**src/rtl/btn_debounce_bank.sv**
```systemverilog
`default_nettype none
// ============================================================================
// Module   : btn_debounce_bank
// Brief    : Five-button synchroniser/debouncer with press/release pulses
//            and a priority-encoded button event for the game FSM.
// Revision : 1.0 - initial release
// ============================================================================
module btn_debounce_bank #(
    parameter int STABLE_CYCLES = 150000,
    parameter int CNT_W         = 18
) (
    input  logic       clk,
    input  logic       rst,
    input  logic       btnUp,
    input  logic       btnDown,
    input  logic       btnLeft,
    input  logic       btnRight,
    input  logic       btnCenter,
    output logic [4:0] btn_level,
    output logic [4:0] btn_press,
    output logic [4:0] btn_release,
    output logic       btn_valid,
    output logic [2:0] btn_code
);

    typedef enum logic [1:0] {
        S_IDLE        = 2'd0,
        S_ARM_PRESS   = 2'd1,
        S_HELD        = 2'd2,
        S_ARM_RELEASE = 2'd3
    } state_t;

    localparam logic [CNT_W-1:0] c_CNT_LAST = CNT_W'(STABLE_CYCLES - 1);
    localparam logic [CNT_W-1:0] c_CNT_ONE  = CNT_W'(1);

    logic [4:0] w_raw;
    logic [4:0] r_sync1;
    logic [4:0] r_sync2;
    logic [4:0] w_press_nxt;
    logic [4:0] w_level;
    logic [4:0] w_press;
    logic [4:0] w_release;
    logic [2:0] w_code;
    logic       r_valid;
    logic [2:0] r_code;

    assign w_raw = {btnCenter, btnRight, btnLeft, btnDown, btnUp};

    always_ff @(posedge clk) begin
        if (rst) begin
            r_sync1 <= '0;
            r_sync2 <= '0;
        end else begin
            r_sync1 <= w_raw;
            r_sync2 <= r_sync1;
        end
    end

    for (genvar gi = 0; gi < 5; gi++) begin : g_btn
        state_t           r_state;
        logic [CNT_W-1:0] r_cnt;
        logic             r_level;
        logic             r_press;
        logic             r_release;

        // Exposed so the event encoder can register alongside the press pulse.
        assign w_press_nxt[gi] = (r_state == S_ARM_PRESS) && r_sync2[gi] &&
                                 (r_cnt == c_CNT_LAST);

        always_ff @(posedge clk) begin
            if (rst) begin
                r_state   <= S_IDLE;
                r_cnt     <= '0;
                r_level   <= 1'b0;
                r_press   <= 1'b0;
                r_release <= 1'b0;
            end else begin
                r_press   <= 1'b0;
                r_release <= 1'b0;
                case (r_state)
                    S_IDLE: begin
                        if (r_sync2[gi]) begin
                            r_state <= S_ARM_PRESS;
                            r_cnt   <= c_CNT_ONE;
                        end
                    end
                    S_ARM_PRESS: begin
                        if (!r_sync2[gi]) begin
                            r_state <= S_IDLE;
                            r_cnt   <= '0;
                        end else if (r_cnt == c_CNT_LAST) begin
                            r_state <= S_HELD;
                            r_cnt   <= '0;
                            r_level <= 1'b1;
                            r_press <= 1'b1;
                        end else begin
                            r_cnt <= r_cnt + c_CNT_ONE;
                        end
                    end
                    S_HELD: begin
                        if (!r_sync2[gi]) begin
                            r_state <= S_ARM_RELEASE;
                            r_cnt   <= c_CNT_ONE;
                        end
                    end
                    S_ARM_RELEASE: begin
                        if (r_sync2[gi]) begin
                            r_state <= S_HELD;
                            r_cnt   <= '0;
                        end else if (r_cnt == c_CNT_LAST) begin
                            r_state   <= S_IDLE;
                            r_cnt     <= '0;
                            r_level   <= 1'b0;
                            r_release <= 1'b1;
                        end else begin
                            r_cnt <= r_cnt + c_CNT_ONE;
                        end
                    end
                    default: begin
                        r_state <= S_IDLE;
                        r_cnt   <= '0;
                    end
                endcase
            end
        end

        assign w_level[gi]   = r_level;
        assign w_press[gi]   = r_press;
        assign w_release[gi] = r_release;
    end

    // Priority Center > Up > Down > Left > Right; losers of a tie are dropped.
    always_comb begin
        w_code = 3'd0;
        if (w_press_nxt[4])      w_code = 3'd5;
        else if (w_press_nxt[0]) w_code = 3'd1;
        else if (w_press_nxt[1]) w_code = 3'd2;
        else if (w_press_nxt[2]) w_code = 3'd3;
        else if (w_press_nxt[3]) w_code = 3'd4;
    end

    always_ff @(posedge clk) begin
        if (rst) begin
            r_valid <= 1'b0;
            r_code  <= 3'd0;
        end else begin
            r_valid <= |w_press_nxt;
            r_code  <= w_code;
        end
    end

    assign btn_level   = w_level;
    assign btn_press   = w_press;
    assign btn_release = w_release;
    assign btn_valid   = r_valid;
    assign btn_code    = r_code;

endmodule
`default_nettype wire

```
**config.mk**
```make
export PLATFORM = sky130hd
export DESIGN_NAME = btn_debounce_bank
export DESIGN_NICKNAME = d
export VERILOG_FILES = /design/src/rtl/btn_debounce_bank.sv
export SDC_FILE = /design/constraint.sdc
export NUM_CORES = 1
export LEC_CHECK = 0
export CORE_ASPECT_RATIO = 1.2
export CORE_MARGIN = 8
export CORE_UTILIZATION = 45
export CTS_CLUSTER_DIAMETER = 120
export DETAILED_ROUTE_END_ITERATION = 12
export PLACE_DENSITY = 0.65
export SLEW_MARGIN = 5
export SYNTH_ARGS = -nofsm -noshare
export SYNTH_HDL_FRONTEND = slang
export SYNTH_SLANG_ARGS = --single-unit
```
**constraint.sdc**
```tcl
create_clock -name clk -period 1.8 [get_ports clk]
set_input_delay 0.36 -clock clk [delete_from_list [all_inputs] [get_ports clk]]
set_output_delay 0.36 -clock clk [all_outputs]
set_load 0.1 [all_outputs]
```
==> report_table.html <==
<table>
<tr><th>Metric</th><th>Value</th></tr>
<tr><th colspan="2">Synth</th></tr>
<tr><td>Post-Syn Area</td><td>~6200 sq um</td></tr>
<tr><td>Primary flip-flop cell chosen by synthesis mapping</td><td>sky130_fd_sc_hd__dfxtp_1</td></tr>
<tr><td>Yosys synthesis warning count</td><td>0</td></tr>
<tr><td>Cell accounting for the most synthesized area</td><td>sky130_fd_sc_hd__dfxtp_1</td></tr>
<tr><td>Post-synth EDFFs</td><td>0</td></tr>
<tr><td>Register area share after synthesis</td><td>0.417</td></tr>
<tr><td>Number of storage elements in the synthesis netlist</td><td>129</td></tr>
<tr><td>Syn nets</td><td>approximately 720</td></tr>
<tr><td>Top cell type's share of synthesized area</td><td>0.417</td></tr>
<tr><td>Dominant cells by area after synthesis</td><td>sky130_fd_sc_hd__dfxtp_1 (42%), sky130_fd_sc_hd__nand2_1 (3.9%), sky130_fd_sc_hd__nand3_1 (3.9%)</td></tr>
<tr><td>Most used standard cell by instance count after synthesis</td><td>sky130_fd_sc_hd__dfxtp_1</td></tr>
<tr><td>Number of distinct library cell variants in the gate-level netlist after synthesis</td><td>69</td></tr>
<tr><td>Gate count after technology mapping</td><td>711</td></tr>
<tr><td>Share of async-settable or async-resettable flops after synthesis</td><td>0</td></tr>
<tr><td>Syn_area_per_cell</td><td>8.71 sq um</td></tr>
<tr><td>Most frequent cells after synthesis</td><td>sky130_fd_sc_hd__dfxtp_1 (129), sky130_fd_sc_hd__nand2_1 (65), sky130_fd_sc_hd__nor2_1 (50), sky130_fd_sc_hd__nand3_1 (48), sky130_fd_sc_hd__a21oi_1 (35)</td></tr>
<tr><th colspan="2">CTS</th></tr>
<tr><td>CTS Buffer Depth</td><td>2</td></tr>
<tr><td>Clock sinks</td><td>129</td></tr>
<tr><td>TritonCTS clock tree</td><td>done</td></tr>
<tr><td>TritonCTS buffer count</td><td>17</td></tr>
<tr><td>Cell at the root of the clock tree</td><td>sky130_fd_sc_hd__clkbuf_16</td></tr>
<tr><td>Clock Latency Late Sink</td><td>roughly 0.42 ns</td></tr>
<tr><td># H-tree levels</td><td>4</td></tr>
<tr><td>Clock transition time at the flip-flop clock pins of the worst setup and hold paths</td><td>approximately 0.05 ns</td></tr>
<tr><th colspan="2">STA</th></tr>
<tr><td>Final critical-path setup slack</td><td>-0.197 ns</td></tr>
<tr><td>Fin Hold WS</td><td>~0.28 ns</td></tr>
<tr><td>Final hold viol count</td><td>0</td></tr>
<tr><td>Setup violators final</td><td>slightly below 50</td></tr>
<tr><td>Actual transition at the worst max-transition pin</td><td>roughly 0.55 ns</td></tr>
<tr><td>Worst rel slew slack</td><td>0.635</td></tr>
<tr><td>Final number of max-transition violations</td><td>0</td></tr>
<tr><td>Final clock skew</td><td>0.00599 ns</td></tr>
<tr><td>RSZ-0062 raised after global routing</td><td>true</td></tr>
<tr><td>Fmax</td><td>approximately 500 MHz</td></tr>
<tr><td>Post-layout min period</td><td>2.00 ns</td></tr>
<tr><td>Portion of the clock cycle consumed by the worst path in the final layout</td><td>1.11</td></tr>
<tr><th colspan="2">Route</th></tr>
<tr><td>Vias</td><td>about 6000</td></tr>
<tr><td>Via-to-Cell Ratio</td><td>around 5.7</td></tr>
<tr><td>Initial detailed-routing violation count</td><td>362</td></tr>
<tr><td>DRC violations left</td><td>0</td></tr>
<tr><td>Antenna-violating nets left</td><td>0</td></tr>
<tr><td>Detailed-route wire length</td><td>17100 um</td></tr>
<tr><td>Number of search-and-repair iterations in the first detailed-routing pass</td><td>5</td></tr>
<tr><td>Routed wire per std cell</td><td>about 16 um</td></tr>
<tr><th colspan="2">Finish</th></tr>
<tr><td>Share of layout cells above drive strength 1</td><td>0.382</td></tr>
<tr><td>Area growth from synthesis to layout</td><td>45.6%</td></tr>
<tr><td>Share of the core filled with cells</td><td>0.661</td></tr>
<tr><td>Post-layout net count</td><td>880</td></tr>
<tr><td>Diode insertion count for antenna repair</td><td>0</td></tr>
<tr><td>Layout Cell Area excl Fill</td><td>around 9000 sq um</td></tr>
<tr><td>Area taken by flip-flops and latches</td><td>2610 sq um</td></tr>
<tr><td>Area of the multi-input gates</td><td>around 3900 sq um</td></tr>
<tr><td>Fillcell total</td><td>roughly 1100</td></tr>
<tr><th colspan="2">Worst setup path</th></tr>
<tr><td>Worst EP arrival</td><td>2.31 ns</td></tr>
<tr><td>Critical path endpoint category</td><td>register</td></tr>
<tr><td>Start-to-end type of the worst setup path</td><td>register to register</td></tr>
<tr><td>Max Fanout on Critical Path</td><td>7</td></tr>
<tr><td>Worst Path Required</td><td>~2.1 ns</td></tr>
<tr><td>CP Launch Type</td><td>register</td></tr>
<tr><th colspan="2">Global routing</th></tr>
<tr><td>Via count of the first global-routing pass</td><td>5808</td></tr>
<tr><td>Aggregate global routing overflow</td><td>0</td></tr>
<tr><td>All-Layer GR Usage</td><td>0.183</td></tr>
<tr><td>First-pass GRT wire length</td><td>between 20000 and 30000 um</td></tr>
<tr><td>Largest net degree at the start of global routing</td><td>25</td></tr>
<tr><td>Initial antenna violation count</td><td>0</td></tr>
<tr><th colspan="2">Die</th></tr>
<tr><td>Number of top-level pins</td><td>26</td></tr>
<tr><td>Starting utilization of the core area</td><td>0.454</td></tr>
<tr><td>Die footprint</td><td>around 18000 sq um</td></tr>
<tr><td>Site Rows</td><td>47</td></tr>
<tr><td>Die W</td><td>123 um</td></tr>
<tr><td>Placeable core area</td><td>roughly 14000 sq um</td></tr>
<tr><td>Vertical die dimension</td><td>about 140 um</td></tr>
<tr><th colspan="2">Power and ir drop</th></tr>
<tr><td>Cell Pwr Density</td><td>a little over 700 nW/um^2</td></tr>
<tr><td>Worst ir drop on vdd</td><td>0.000515 V</td></tr>
<tr><td>Leakage power of the design</td><td>roughly 3.4 nW</td></tr>
<tr><td>Total power</td><td>6.52 mW</td></tr>
<tr><th colspan="2">Outcome</th></tr>
<tr><td>Status</td><td>complete, but fails checks</td></tr>
<tr><td>Failing checks</td><td>setup timing</td></tr>
<tr><th colspan="2">Place</th></tr>
<tr><td>Post-DP Area</td><td>between 7000 and 8000 sq um</td></tr>
<tr><td>Global placer's final weighted congestion</td><td>0.845</td></tr>
<tr><td>HPWL after detailed placement</td><td>approximately 11000 um</td></tr>
<tr><td>Number of buffer cells added on primary ports</td><td>25</td></tr>
<tr><th colspan="2">Hold path</th></tr>
<tr><td>Path category of the worst min-delay check</td><td>input pin to register</td></tr>
<tr><th colspan="2">Flow run</th></tr>
<tr><td>Number of max-cap violations</td><td>0</td></tr>
</table>
## path summary, 6_finish.rpt
| check | from | to | slack [ns] | depth (start not counted) |
|---|---|---|---|---|
| worst max-delay path | g_btn[0].r_cnt[15]$_SDFFE_PP0P_ | g_btn[0].r_cnt[9]$_SDFFE_PP0P_ | -0.20 | 7 |
| worst min-delay path | rst | r_sync1[1]$_SDFF_PP0_ | 0.28 | 2 |
| worst max register to register | g_btn[0].r_cnt[15]$_SDFFE_PP0P_ | g_btn[0].r_cnt[9]$_SDFFE_PP0P_ | -0.20 | 7 |
| worst min register to register | r_sync1[4]$_SDFF_PP0_ | r_sync2[4]$_SDFF_PP0_ | 0.44 | 1 |
## kinds of logic (layout without fill, tap and decap cells)
| kind of cell | count (synthesis) | in the layout | share of synthesized area |
|---|---|---|---|
| fa+ha+maj | 5 | 5 | 0.0101 |
| mux | 10 | 10 | 0.0162 |
| xor+xnor | 35 | 35 | 0.0495 |
| compound gates | 147 | 148 | 0.160 |
| buf+inv | 58 | 225 | 0.0527 |
| simple gates | 327 | 327 | 0.294 |
| flops | 129 | 129 | 0.417 |
## critical path: stages (launching register included)
cell	delay, ns
sky130_fd_sc_hd__dfxtp_2	0.32
sky130_fd_sc_hd__or4b_4	0.55
sky130_fd_sc_hd__nor4b_4	0.33
sky130_fd_sc_hd__buf_4	0.16
sky130_fd_sc_hd__a211o_4	0.18
sky130_fd_sc_hd__buf_6	0.14
sky130_fd_sc_hd__a2bb2oi_2	0.13
sky130_fd_sc_hd__mux2i_1	0.08
## power by group
part,switching [mW],internal (mW)
Clock,1.22,1.98
Combinational,0.239,0.156
Sequential,0.0340,2.89
Total,1.49,5.02
## registers in the layout (all words and copies together) (netlist names), named ones only
register,count
btn_code,3
btn_valid,1
g_btn.r_cnt,90
g_btn.r_level,5
g_btn.r_press,5
g_btn.r_release,5
g_btn.r_state,5
r_sync1,5
r_sync2,5
## timing repair
action,in CTS,in global routing
buffers inserted,9,16
hold buffers,0,0
gates resized for setup,51,91
setup endpoints to repair,58,93
endpoints found under the hold margin,0,0
pin swaps,38,45
gates cloned,1,3
## cell type report
class                   count  share of cell area
clock buffers              24              0.0534
well taps                 171              0.0237
multi-input cells         525               0.428
repair buffers            180               0.193
flip-flops and latches    129               0.289
inverters                  15             0.00624
clock inverters             6             0.00638
## stage by stage
step	setup TNS [ns]	std cells	worst slack [ns]
global placement	-3.63	992	-0.166
floorplan	-0.581	711	-0.0823
detailed placement	-5.58	992	-0.244
CTS	-2.65	1031	-0.140
global route	-6.83	1050	-0.244
finish	-3.99	1050	-0.197
## placed cells by master, fill, tap and decap left out, types with 6 or more instances in the layout
master and count:
sky130_fd_sc_hd__buf_4 134, sky130_fd_sc_hd__dfxtp_1 113, sky130_fd_sc_hd__nand2_1 61, sky130_fd_sc_hd__nor2_1 47, sky130_fd_sc_hd__nand3_1 30, sky130_fd_sc_hd__nand4_1 23
sky130_fd_sc_hd__buf_12 23, sky130_fd_sc_hd__a21oi_1 21, sky130_fd_sc_hd__xor2_1 20, sky130_fd_sc_hd__clkbuf_16 19, sky130_fd_sc_hd__nor3_1 18, sky130_fd_sc_hd__a31oi_1 18
sky130_fd_sc_hd__o21ai_0 17, sky130_fd_sc_hd__and3_1 16, sky130_fd_sc_hd__nand3_2 15, sky130_fd_sc_hd__nor2b_1 15, sky130_fd_sc_hd__dfxtp_2 15, sky130_fd_sc_hd__buf_6 15
sky130_fd_sc_hd__inv_1 14, sky130_fd_sc_hd__a22o_1 13, sky130_fd_sc_hd__xnor2_1 13, sky130_fd_sc_hd__a21oi_2 12, sky130_fd_sc_hd__o21ai_2 11, sky130_fd_sc_hd__nand2b_1 10
sky130_fd_sc_hd__mux2i_1 10, sky130_fd_sc_hd__and4_1 9, sky130_fd_sc_hd__or3_1 8, sky130_fd_sc_hd__a21o_1 7, sky130_fd_sc_hd__and2_1 7, sky130_fd_sc_hd__nor4_1 6
sky130_fd_sc_hd__or3_4 6
## metal layers
layer / global-route usage / vias to the layer above / share of wire
met5: 0 / - / 0
met4: 0.0863 / 0 / 0.022
met3: 0.0473 / 34 / 0.043
met2: 0.310 / 145 / 0.51
met1: 0.211 / 2857 / 0.42
li1: - / 2899 / -
Power figures use the tool's default switching activity.
